--- src/rtl/inst_fetch_port_pkg.sv ---
// Shared constants for the instruction-fetch responder: bus widths, fetch FSM
// encodings and the byte-lane insert helper used by the word assembler.
package inst_fetch_port_pkg;

    localparam int InstAddrBus = 32;
    localparam int InstBus     = 32;
    localparam logic [InstBus-1:0] ZeroWord = 32'h0000_0000;

    typedef logic [1:0] fetch_state_t;

    localparam logic [1:0] FETCH_IDLE = 2'd0;
    localparam logic [1:0] FETCH_REQ  = 2'd1;
    localparam logic [1:0] FETCH_WAIT = 2'd2;
    localparam logic [1:0] FETCH_FILL = 2'd3;

    // Little-endian placement: lane 0 is the lowest-addressed byte.
    function automatic logic [InstBus-1:0] insert_byte(
        input logic [InstBus-1:0] word,
        input logic [1:0]         lane,
        input logic [7:0]         data
    );
        logic [InstBus-1:0] res;
        res = word;
        res[{lane, 3'b000} +: 8] = data;
        return res;
    endfunction

endpackage

--- src/rtl/inst_fetch_port.sv ---
// Instruction-fetch responder: one-word buffer in front of a byte-wide memory
// with variable latency; misses assemble a word over four byte reads.
//
// state      | meaning
// FETCH_IDLE | hit/miss evaluated; a miss latches the word address
// FETCH_REQ  | one-cycle byte read request for lane idx
// FETCH_WAIT | waiting for the byte; lane 3 completes the word
// FETCH_FILL | write assembled word into the buffer
module inst_fetch_port
    import inst_fetch_port_pkg::*;
#(
    parameter int ADDR_W = 17
) (
    input  logic                   clk,
    input  logic                   rst,
    input  logic                   rom_ce_i,
    input  logic [InstAddrBus-1:0] rom_addr_i,
    output logic [InstBus-1:0]     rom_data_o,
    output logic                   stallreq_o,
    input  logic                   flush_i,
    output logic                   mem_req_o,
    output logic [ADDR_W-1:0]      mem_addr_o,
    input  logic [7:0]             mem_rdata_i,
    input  logic                   mem_rvalid_i
);

    localparam int TAG_W = ADDR_W - 2;

    fetch_state_t       state_q, state_d;
    logic [TAG_W-1:0]   base_q, base_d;
    logic [1:0]         idx_q, idx_d;
    logic [InstBus-1:0] shift_q, shift_d;
    logic               buf_valid_q, buf_valid_d;
    logic [TAG_W-1:0]   buf_tag_q, buf_tag_d;
    logic [InstBus-1:0] buf_word_q, buf_word_d;
    logic               flush_seen_q, flush_seen_d;

    logic [TAG_W-1:0]   word_addr;
    logic               hit;
    logic               miss;

    assign word_addr = rom_addr_i[ADDR_W-1:2];

    // Byte offset and bits above the memory window never select a word.
    generate
        if (ADDR_W < InstAddrBus) begin : g_hi_bits
            logic unused_addr_bits;
            assign unused_addr_bits = ^{rom_addr_i[InstAddrBus-1:ADDR_W], rom_addr_i[1:0]};
        end else begin : g_no_hi_bits
            logic unused_addr_bits;
            assign unused_addr_bits = ^rom_addr_i[1:0];
        end
    endgenerate

    always_comb begin
        hit  = (state_q == FETCH_IDLE) && rom_ce_i && buf_valid_q && (buf_tag_q == word_addr);
        miss = (state_q == FETCH_IDLE) && rom_ce_i && !hit;

        rom_data_o = hit ? buf_word_q : ZeroWord;
        stallreq_o = rom_ce_i && !hit;

        mem_req_o  = (state_q == FETCH_REQ);
        mem_addr_o = mem_req_o ? {base_q, idx_q} : '0;
    end

    always_comb begin
        state_d      = state_q;
        base_d       = base_q;
        idx_d        = idx_q;
        shift_d      = shift_q;
        buf_valid_d  = buf_valid_q;
        buf_tag_d    = buf_tag_q;
        buf_word_d   = buf_word_q;
        flush_seen_d = flush_seen_q;

        if (flush_i) begin
            buf_valid_d = 1'b0;
        end

        unique case (state_q)
            FETCH_IDLE: begin
                flush_seen_d = 1'b0;
                if (miss) begin
                    base_d  = word_addr;
                    idx_d   = 2'd0;
                    state_d = FETCH_REQ;
                end
            end
            FETCH_REQ: begin
                if (flush_i) flush_seen_d = 1'b1;
                state_d = FETCH_WAIT;
            end
            FETCH_WAIT: begin
                if (flush_i) flush_seen_d = 1'b1;
                if (mem_rvalid_i) begin
                    shift_d = insert_byte(shift_q, idx_q, mem_rdata_i);
                    if (idx_q == 2'd3) begin
                        state_d = FETCH_FILL;
                    end else begin
                        idx_d   = idx_q + 2'd1;
                        state_d = FETCH_REQ;
                    end
                end
            end
            FETCH_FILL: begin
                // A flush landing on the fill cycle itself must also win.
                buf_word_d   = shift_q;
                buf_tag_d    = base_q;
                buf_valid_d  = !(flush_seen_q || flush_i);
                flush_seen_d = flush_seen_q || flush_i;
                state_d      = FETCH_IDLE;
            end
            default: state_d = FETCH_IDLE;
        endcase
    end

    always_ff @(posedge clk) begin
        if (rst) begin
            state_q      <= FETCH_IDLE;
            base_q       <= '0;
            idx_q        <= 2'd0;
            shift_q      <= ZeroWord;
            buf_valid_q  <= 1'b0;
            buf_tag_q    <= '0;
            buf_word_q   <= ZeroWord;
            flush_seen_q <= 1'b0;
        end else begin
            state_q      <= state_d;
            base_q       <= base_d;
            idx_q        <= idx_d;
            shift_q      <= shift_d;
            buf_valid_q  <= buf_valid_d;
            buf_tag_q    <= buf_tag_d;
            buf_word_q   <= buf_word_d;
            flush_seen_q <= flush_seen_d;
        end
    end

endmodule
--- config.mk ---
export PLATFORM = sky130hd
export DESIGN_NAME = inst_fetch_port
export DESIGN_NICKNAME = d
export VERILOG_FILES = /design/src/rtl/inst_fetch_port_pkg.sv /design/src/rtl/inst_fetch_port.sv
export SDC_FILE = /design/constraint.sdc
export NUM_CORES = 1
export LEC_CHECK = 0
export ABC_AREA = 1
export BUFFER_PORTS_ARGS = -buffer_cell sky130_fd_sc_hd__buf_2
export CORE_AREA = 2 2 102 104
export DETAILED_ROUTE_END_ITERATION = 8
export DIE_AREA = 0 0 104 106
export GPL_ROUTABILITY_DRIVEN = 0
export GPL_TIMING_DRIVEN = 0
export HOLD_SLACK_MARGIN = 0.15
export PLACE_DENSITY = 0.68
export SYNTH_ARGS = -nofsm -noshare
export SYNTH_HDL_FRONTEND = slang
export SYNTH_SLANG_ARGS = --single-unit
--- constraint.sdc ---
create_clock -name clk -period 5.4 [get_ports clk]
set_input_delay 1.08 -clock clk [delete_from_list [all_inputs] [get_ports clk]]
set_output_delay 1.08 -clock clk [all_outputs]
set_load 0.03 [all_outputs]
### Word level (Yosys, flattened, before mapping)

Cells that the tools add are included.

* output and inout port bits: 51
* register bits: 100
* memories kept: 0
* latch bits: 0
* RAM bits: 0
* input port bits: 45
* word-level logic and storage cells: 52
* memory bits (read-only): 0

* multiplexer cells: 15
* shift-type cells: 2
* equal/unequal tests: 9
* divide/modulo/power cells: 0
* $lt $le $gt $ge: 0
* multipliers: 0
* bitwise gates (word level): 0
* reductions and logical operators: 16
* $add $sub $neg: 2

Operator list (count)
* $bwmux 32: 1
* $mux 32: 1
* $shift 8x7->32 const A: 1
* $shiftx 8x7->32: 1
* $mux 17: 1
* $eq 15x15->1: 1
* $mux 2: 6
* $pmux 2 s4: 1
* $neg 5->7: 1
* $eq 2x2->1 const B: 3
* $ne 2x2->1 const B: 3
* $reduce_and 2->1: 3
* $logic_and 1x1->1: 5
* $pmux 2 s2: 1
* $reduce_and 4->1: 1
* $reduce_bool 2->1: 2
* $mux 1: 3
* $pmux 1 s3: 1
* $add 2x1->2 const B: 1
* $eq 2x1->1 const B: 1
* $logic_not 1->1: 2
* $logic_not 2->1: 1
* $ne 2x1->1 const B: 1
* $reduce_or 2->1: 1
* $logic_or 1x1->1: 1

### Longest topological paths before layout

Gate-level depths: netlist of the first run.

* depth in word-level cells: 8
* gate-level depth with buffers: 15

### Worst setup path before layout of the first run

OpenSTA, ideal clock, no wires.

* path type: input -> output
* start: input port rom_ce_i
* end: output port rom_data_o[10]
* cell stages on the path: 9
* arrival time: 2.313 ns
* setup slack: 2.007 ns
* data required time: 4.320 ns
* cells stage by stage: nand2_1 -> inv_2 -> nand2_1 -> nor2_1 -> nand2_1 -> nor2_2 -> nand2_2 -> clkbuf_1 -> nor2_1

* cells in the longest elaborated chain, start to end: 4

Ends and longest elaborated chain
* start, declared: line inst_fetch_port.sv:16 `input logic rom_ce_i,`
* $logic_and 1x1->1 (3 in a row): line inst_fetch_port.sv:56 `hit = (state_q == FETCH_IDLE) && rom_ce_i && buf_valid_q && (buf_tag_q == word_addr);`
* $mux 32: line inst_fetch_port.sv:59 `rom_data_o = hit ? buf_word_q : ZeroWord;`
* end, declared: line inst_fetch_port.sv:18 `output logic [InstBus-1:0] rom_data_o,`

Every way passes these cells.

### Final worst setup path of the first run

* start: input port rom_addr_i[15]
* end: output port rom_data_o[6]

* cells in the longest elaborated chain, start to end: 3

Ends and longest elaborated chain
* start, declared: line inst_fetch_port.sv:17 `input logic [InstAddrBus-1:0] rom_addr_i,`
* $eq 15x15->1: line inst_fetch_port.sv:56
* $logic_and 1x1->1: line inst_fetch_port.sv:56
* $mux 32: line inst_fetch_port.sv:59

Every way passes these cells.

==> results of run 1 <==
[path summary, 6_finish.rpt]
check | depth (start not counted) | to | slack (ns)
setup / recovery | 10 | rom_data_o[6] | 1.73
hold / removal | 2 | buf_word_q[17] | 0.47
setup reg to reg | 9 | shift_q[20] | 2.51
hold reg to reg | 2 | buf_word_q[17] | 0.47
[cell families (layout without fill, tap and decap cells)]
kind of cell             Yosys count  after routing
adder cells (fa/ha/maj)           11             11
AO/OA/AOI/OAI                    194            194
flip-flops                       100            100
AND/OR/NAND/NOR                  151            151
buffers and inverters            169            263
[power breakdown]
| group | internal (mW) | switching [mW] | leakage, nW |
|---|---|---|---|
| logic | 0.193 | 0.462 | 1.43 |
| clock network | 0.231 | 0.267 | 0.104 |
| registers | 0.838 | 0.0574 | 0.811 |
| total | 1.26 | 0.786 | 2.35 |
[area by class of cell]
class / instances / area, sq um / share of cell area
Sequential cell: 100 / 2000 / 0.381
Tap cell: 136 / 170 / 0.0324
Timing Repair Buffer: 78 / 390 / 0.0744
Multi-Input combinational cell: 356 / 1840 / 0.350
Clock inverter: 6 / 68.8 / 0.0131
Clock buffer: 10 / 138 / 0.0262
Inverter: 134 / 503 / 0.0959
Buffer: 35 / 140 / 0.0267
[routing by layer]
metal / routed length (um) / track usage / part of all wire / vias up
met5: 0 / 0 / 0 / -
met4: 99 / 0.0492 / 0.0089 / 0
met3: 652 / 0.0356 / 0.059 / 10
met2: 5200 / 0.342 / 0.47 / 120
met1: 5160 / 0.275 / 0.46 / 1865
li1: - / - / - / 2173
[layout by cell type (no fill, tap or decap)]
cell type	synthesis	routed
inv_1	132	132
dfxtp_1	100	100
nand2_1	83	83
buf_2	1	79
a21oi_1	67	67
o21ai_0	61	61
nor2_1	52	52
clkbuf_1	33	33
a31oi_1	32	32
a211oi_1	32	32
ha_1	11	11
clkbuf_8	0	10
nand3_1	7	7
nand2_2	3	3
inv_6	0	3
nand4_1	2	2
clkinv_1	1	1
inv_2	1	1
nor2_2	1	1
a21boi_0	1	1
nand2_4	1	1
buf_6	1	1
or2_1	1	1
o21a_1	1	1
nor3_1	1	1
clkinvlp_4	0	1
clkinv_2	0	1
bufinv_16	0	1
[worst max-delay path, cell delays in order]
cell      delay [ns]
buf_2           0.11
nand2_1         0.10
nand2_1         0.06
nor2_1          0.09
nand2_1         0.05
nor2_1          0.19
nand2_2         0.26
clkbuf_1        0.29
nor2_1          0.14
buf_2           0.21
[state kept, by name (all words and copies together), names as in the netlist]
name	cells
buf_word_q	32
idx_q	2
flush_seen_q	1
base_q	15
buf_tag_q	15
buf_valid_q	1
state_q	2
shift_q	32
[per-stage QoR]
stage               setup slack, ns  cells
floorplan                      2.01    625
global placement               1.68    839
detailed placement             1.71    839
CTS                            1.70    855
global route                   1.52    855
finish                         1.73    855
==> metrics, run 1 <==
mux share of post-synthesis cell area 0; Core Util, Final 0.525; Num CTS Buffers 9; DR iter-0 viols between 200 and 250; Initial DRT Pass Iterations 5; Max IR drop VDD between 0.2 and 0.25 mV; startpoint types input pin; Yosys warnings 0; CP startpoint rom_addr_i[15]; Synth Area in Compound Gates 0.245; xor/xnor share of the synthesized area 0; final setup fails 0; FMAX 272 MHz; fill cell count 1,067; fin crit period between 3 and 4 ns; Final Max Tran Viols 0; Die Area 0.0110 sq mm; Worst Tran Pin Value between 0.5 and 0.6 ns; Detailed Place HPWL 8190 um; area leader, netlist dfxtp_1; hold slack final roughly 0.47 ns; Post-synth ARST share 0; top-area cell type share of the netlist area 0.447; Unique masters post-synth 23; Slew HR 0.635; FF+latch count, synth 100; initial core utilization 0.448; Routed Wire Length ~11,000 um; Via Count 4,168; Synth Area in Adders 0.0307; final antenna-violating net count 0; worst min-delay path category reg -> reg; Worst-Skew Late Latency approximately 0.37 ns; area grow syn2layout 17.1%; I/O pin cnt 96; number of setup buffers added after CTS 0; clk slew on worst S/H paths roughly 0.1 ns; CTS tree yes; Static Leak approximately 2.3 nW; Syn Inst Count about 630; reg2reg start idx_q[0]; critical path class in -> out; largest family of logic cells by synthesized area compound AO/OA/AOI/OAI gates; Net Count, Synth about 680; mapped cell area 0.00448 sq mm; initial antenna violation count 0; final setup TNS 0 ns; worst-path maximum fanout 10; global-route wire length before repair 18,300 um; Die Height roughly 110 um; Fin. Hold Viols 0; RSZ-0062 raised after global routing false; PD cells 390 mW/mm^2; Port Buf Inserts slightly below 80; Final Cell Area 0.00525 sq mm; Syn Area/Cell 7.17 sq um; number of enable flip-flop cells after synthesis 0; Max Root-Sink Buffers 2; Die X roughly 100 um; clk_skew approximately 0.011 ns; number of global-route vias before repair ~3,800; vias per cell a little under 5; Post-synth top cells inv_1, dfxtp_1, nand2_1; max-cap violations 0; n_diodes 0; critical hold path startpoint shift_q[17]; Critical Path RT between 4 and 5 ns; Synth area leaders dfxtp_1, inv_1, a21oi_1, nand2_1, o21ai_0; most frequent cell after synthesis inv_1; placed cell areas just over 0.005 sq mm; Synth Area in Simple Gates 0.134; Synth Flop Type dfxtp_1; largest net degree at the start of global routing 18; CTS Hold Buffers Added 0; Final period util 0.680; Residual DRC 0; CP Data Arrival Time between 2 and 3 ns; Setup crit end kind primary output; sequential fraction of the synthesis area 0.447; Overflow after GRT 0; share of cells above drive strength 1 0.142; Max H-tree Level 3; total power around 2.0 mW; root buf cell clkbuf_8; number of core rows 37; fin nets between 700 and 800; status finished clean; core area 0.0100 sq mm; WL/cell 13.0 um; number of gates resized after CTS 0; CTS Sinks 100; GR Util All Layers 0.204
Note: power is estimated with default switching activity, not from simulation.
==> run 2: changes to the inputs <==
==> constraint.sdc (replaced) <==
create_clock -name clk -period 3.5 [get_ports clk]
set_input_delay 0.7 -clock clk [delete_from_list [all_inputs] [get_ports clk]]
set_output_delay 0.7 -clock clk [all_outputs]
set_load 0.03 [all_outputs]
==> run 2 against run 1 <==
  * Sequential share of layout area hardly changed
  * Sequential power is 54% higher
  * Count of clock-buffer cells in the layout stayed put
  * Worst hold slack hardly changed
  * Combinational power is 54% higher
  * Core utilization hardly changed
  * Total power is 54% higher
  * Wire length is 0.22% higher
  * Final cell count stayed put
  * Clock skew hardly changed
  * Non-clock buffer count stayed put
  * Clock power is 54% higher
  * Critical endpoint is now rom_data_o[21]
  * Largest cell class unchanged
==> metrics, run 2 (synthesis results as in run 1) <==
CTS tree yes; most frequent CP cell nand2_1; fill cell count 1,067 (unchanged); FMAX roughly 310 MHz; Top Family by Delay on Critical Path simple AND/OR/NAND/NOR gates; root buf cell clkbuf_8; worst-path maximum fanout 10 (unchanged); critical hold path startpoint shift_q[17]; clk_skew 0.0107 ns (+0.000151 ns); Via Count 4,170 (+0.048%); Initial DRT Pass Iterations 5 (unchanged); number of global-route vias before repair 3,839 (unchanged); max incr delay on CP 0.35 ns (+0.06 ns); final setup TNS 0 ns (unchanged); final antenna-violating net count 0 (unchanged); Die Area 0.0110 sq mm (unchanged); WL/cell 13.0 um (+0.22%); Slew HR 0.635 (about the same); CP Data Arrival Time 2.53 ns (-0.06 ns); crit path max-delay cell type dfxtp_1; final setup fails 0 (unchanged); core area 0.0100 sq mm (unchanged); I/O pin cnt 96 (unchanged); Residual DRC 0 (unchanged); Die X 104 um (unchanged); Final Max Tran Viols 0 (unchanged); initial antenna violation count 0 (unchanged); RSZ-0062 raised after global routing true; share of cells above drive strength 1 0.143 (+0.00139); Fin. Hold Viols 0 (unchanged); startpoint types register; Overflow after GRT 0 (unchanged); PD cells 602 mW/mm^2 (+54%); Final period util 0.922; Num CTS Buffers 9 (unchanged); placed cells 839 (unchanged); critical path class reg -> out; number of core rows 37 (unchanged); clk slew on worst S/H paths 0.10 ns (about the same); n_diodes 0 (unchanged); Max Root-Sink Buffers 2 (unchanged); Buf+Inv Stages, Crit Path 4 (+1); largest net degree at the start of global routing 18 (unchanged); Max H-tree Level 3 (unchanged); commonest non-fill, non-tap cell in the layout inv_1; Die Height 106 um (unchanged); Setup crit end kind primary output; CTS Sinks 100 (unchanged); initial core utilization 0.448 (unchanged); CP startpoint state_q[1]; fin nets 770 (unchanged); DR iter-0 viols 215 (unchanged); GR Util All Layers 0.204 (unchanged); area grow syn2layout 17.1% (about the same); Non-Filler Instances 855 (unchanged); max-cap violations 0 (unchanged); Detailed Place HPWL 8190 um (unchanged); Max IR drop VDD 0.309 mV (+54%); Worst-Skew Late Latency 0.37 ns (about the same); worst min-delay path category reg -> reg; total power 3.16 mW (+54%); global-route wire length before repair 18,300 um (unchanged); commonest cells after routing, fill and taps aside inv_1, dfxtp_1, nand2_1, buf_2, a21oi_1; status finished clean; Port Buf Inserts 78 (unchanged); Worst Tran Pin Value 0.547 ns (-0.0000578 ns); Critical Path RT 2.80 ns (-1.52 ns); Static Leak 2.35 nW (+0.11%); fin crit period between 3 and 4 ns; Routed Wire Length 11,100 um (+0.22%); vias per cell 4.88 (about the same); reg2reg start idx_q[0]; Top Registers buf_word_q (32), shift_q (32); crit-path cells inv_1, ha_1, nand2_1, inv_2, nand2_1, nor2_1, nand2_1, nor2_2, nand2_2, buf_1, nor2_1, buf_2
run 2: worst register-to-register path: cells and delay by family (launching register included):
kind                       cells  cell delay, ns
adders and majority gates      1            0.44
AOI/OAI and AO/OA              2            0.37
and+or+nand+nor                1            0.08
buffers and inverters          5            1.53
DFF                            1            0.41
run 2: per-layer routing:
layer  share of wire  GRT usage  vias to the layer above
met5               0          0                        -
met4          0.0089     0.0492                        0
met3           0.056     0.0356                       10
met2            0.47      0.342                      119
met1            0.46      0.275                     1866
li1                -          -                     2175
run 2: layout make-up:
class                   count  area [sq um]  area share
plain buffers              35           141      0.0269
clock buffers              10           138      0.0262
repair buffers             78           390      0.0744
clock inverters             6          68.8      0.0131
flip-flops and latches    100          2000       0.381
multi-input cells         356          1840       0.350
well taps                 136           170      0.0324
inverters                 134           503      0.0958
run 2: through the flow:
step | util | instance area, sq um | setup WS, ns | hold slack (ns)
global route | 0.525 | 5250 | -0.00242 | 0.478
CTS | 0.525 | 5250 | 0.263 | 0.472
finish | 0.525 | 5250 | 0.272 | 0.472
global placement | 0.504 | 5040 | 0.540 | 0.453
floorplan | - | 4480 | 0.867 | 0.434
detailed placement | 0.504 | 5040 | 0.572 | 0.457
run 2: what timing repair did:
| action | in CTS | in global routing |
|---|---|---|
| buffers inserted | 0 | 0 |
| endpoints found under the setup margin | 0 | 4 |
| resized for setup | 0 | 3 |
| hold buffers | 0 | 0 |
run 2: final timing paths:
kind,slack (ns),cells after the start,end
worst min register to register,0.47,2,buf_word_q[17]
worst max register to register,0.60,9,shift_q[20]
worst min-delay path,0.47,2,buf_word_q[17]
worst max-delay path,0.27,12,rom_data_o[21]
run 2: report_power, final:
| group | internal, mW | total, mW | switching [mW] |
|---|---|---|---|
| Clock | 0.357 | 0.769 | 0.412 |
| Combinational | 0.298 | 1.01 | 0.713 |
| Sequential | 1.29 | 1.38 | 0.0888 |
==> run 3: changes to the inputs <==
--- a/config.mk
+++ b/config.mk
@@ -14,6 +14,7 @@
 export GPL_TIMING_DRIVEN = 0
 export HOLD_SLACK_MARGIN = 0.15
 export PLACE_DENSITY = 0.68
+export RECOVER_POWER = 25
 export SYNTH_ARGS = -nofsm -noshare
 export SYNTH_HDL_FRONTEND = slang
 export SYNTH_SLANG_ARGS = --single-unit
==> run 3 against run 2 <==
  * First-iteration DRC count unchanged
  * Clock power about the same
  * Critical path depth unchanged
  * Final cell count unchanged
  * Wire length about the same
  * Worst hold slack unchanged
  * Setup slack about the same
==> metrics, run 3 (synthesis results as in run 1) <==
status finished clean; crit path max-delay cell type dfxtp_1; max incr delay on CP 0.35 ns (about the same); Max IR drop VDD 0.308 mV (about the same); critical path class reg -> out; Setup crit end kind primary output; fill cell count 1,067 (unchanged); global-route wire length before repair 18,300 um (unchanged); CP Data Arrival Time 2.53 ns (about the same); Worst Hold Depth 2 (unchanged); fin nets 770 (unchanged); M2 GR Usage 0.342 (unchanged); GR peak layer met2; Slew HR 0.635 (about the same); RR Endpoint shift_q[20]; critical hold path startpoint shift_q[17]; share of cells above drive strength 1 0.142 (-0.00139); largest net degree at the start of global routing 18 (unchanged); Max H-tree Level 3 (unchanged); total power 3.16 mW (about the same); M3 GR Usage 0.0356 (unchanged); final setup fails 0 (unchanged); Residual DRC 0 (unchanged); Core Util, Final 0.525 (about the same); WL/cell 13.0 um (about the same); root buf cell clkbuf_8; Via Count 4,165 (-0.12%); Worst Tran Pin Value 0.547 ns (+0.000327 ns); PD cells 602 mW/mm^2 (about the same); DR iter-0 viols 215 (unchanged); Die X 104 um (unchanged); crit-path cells inv_1, ha_1, nand2_1, inv_2, nand2_1, nor2_1, nand2_1, nor2_2, nand2_2, buf_1, nor2_1, buf_2; core area 0.0100 sq mm (unchanged); Detailed Place HPWL 8190 um (unchanged); startpoint types register; Routed Wire Length 11,100 um (about the same); CP startpoint state_q[1]; clk slew on worst S/H paths 0.10 ns (about the same); reg-to-reg slack, setup 0.60 ns (about the same); Die Area 0.0110 sq mm (unchanged); number of core rows 37 (unchanged); reg2reg start idx_q[0]; GR Util All Layers 0.204 (unchanged); RSZ-0062 raised after global routing true; Critical Path RT 2.80 ns (about the same); Worst Reg-to-Reg Cells 9 (unchanged); Die Height 106 um (unchanged); most frequent CP cell nand2_1; FMAX 310 MHz (about the same); initial antenna violation count 0 (unchanged); Fin. Hold Viols 0 (unchanged); commonest cells after routing, fill and taps aside inv_1, dfxtp_1, nand2_1, buf_2, a21oi_1; I/O pin cnt 96 (unchanged); placed cell areas 0.00504 sq mm (unchanged); worst-path maximum fanout 10 (unchanged); clk_skew 0.0107 ns (-0.000000200 ns); n_diodes 0 (unchanged); Initial DRT Pass Iterations 5 (unchanged); Final period util 0.923 (about the same); fin crit period 3.23 ns (+0.000434 ns); worst setup margin 0.271 ns (-0.000434 ns); initial core utilization 0.448 (unchanged); number of global-route vias before repair 3,839 (unchanged); Port Buf Inserts 78 (unchanged); hold slack final 0.472 ns (unchanged); Non-Filler Instances 855 (unchanged); Final Max Tran Viols 0 (unchanged); vias per cell 4.87 (-0.12%); dpl ws 0.572 ns (unchanged); worst min-delay path category reg -> reg; final antenna-violating net count 0 (unchanged); placed cells 839 (unchanged); worst hold endpoint buf_word_q[17]; final setup TNS 0 ns (unchanged); CTS tree yes; Overflow after GRT 0 (unchanged); max-cap violations 0 (unchanged); area grow syn2layout 17.1% (about the same); M1 GR Usage 0.275 (unchanged); Max Root-Sink Buffers 2 (unchanged); CTS Sinks 100 (unchanged); Static Leak 2.35 nW (-0.15%); commonest non-fill, non-tap cell in the layout inv_1; Top Registers buf_word_q (32), shift_q (32); Num CTS Buffers 9 (unchanged); number of setup buffers added after CTS 0 (unchanged); Worst-Skew Late Latency 0.37 ns (about the same); Final Cell Area 0.00525 sq mm (about the same)
## run 3: what timing repair did
item,CTS,global route
hold endpoints to repair,0,0
resized for setup,0,3
hold buffers,0,0
setup endpoints to repair,0,4
## run 3: worst max path at each step
stage                     endpoint  slack [ns]  depth (start not counted)
finish              rom_data_o[21]        0.27                         12
global route        rom_data_o[15]      -0.002                         12
CTS                  rom_data_o[6]        0.26                         12
detailed placement   rom_data_o[6]        0.57                         10
global placement    rom_data_o[21]        0.54                         10
floorplan           rom_data_o[10]        0.87                          9
## run 3: layer usage
layer / part of all wire / wire [um]
met5: 0 / 0
met4: 0.0089 / 99
met1: 0.46 / 5160
met2: 0.47 / 5240
met3: 0.056 / 627
## run 3: worst max-delay path, delay by kind of cell (launching register included)
family / cells / cell delay [ns]
simple gates: 7 / 0.78
buf+inv: 4 / 0.77
flops: 1 / 0.35
fa+ha+maj: 1 / 0.26
## run 3: final cells by class
cell class	instances	area, sq um	area share
sequential	100	2000	0.381
multi-input combinational	356	1840	0.350
inverter	134	503	0.0959
timing repair buffer	78	389	0.0742
tap	136	170	0.0324
buffer	35	141	0.0269
clock buffer	10	138	0.0262
clock inverter	6	68.8	0.0131
## run 3: report_power, final
group | switching (mW) | total [mW] | leakage [nW] | internal (mW)
sequential | 0.0888 | 1.38 | 0.811 | 1.29
clock | 0.412 | 0.769 | 0.104 | 0.357
combinational | 0.713 | 1.01 | 1.43 | 0.297
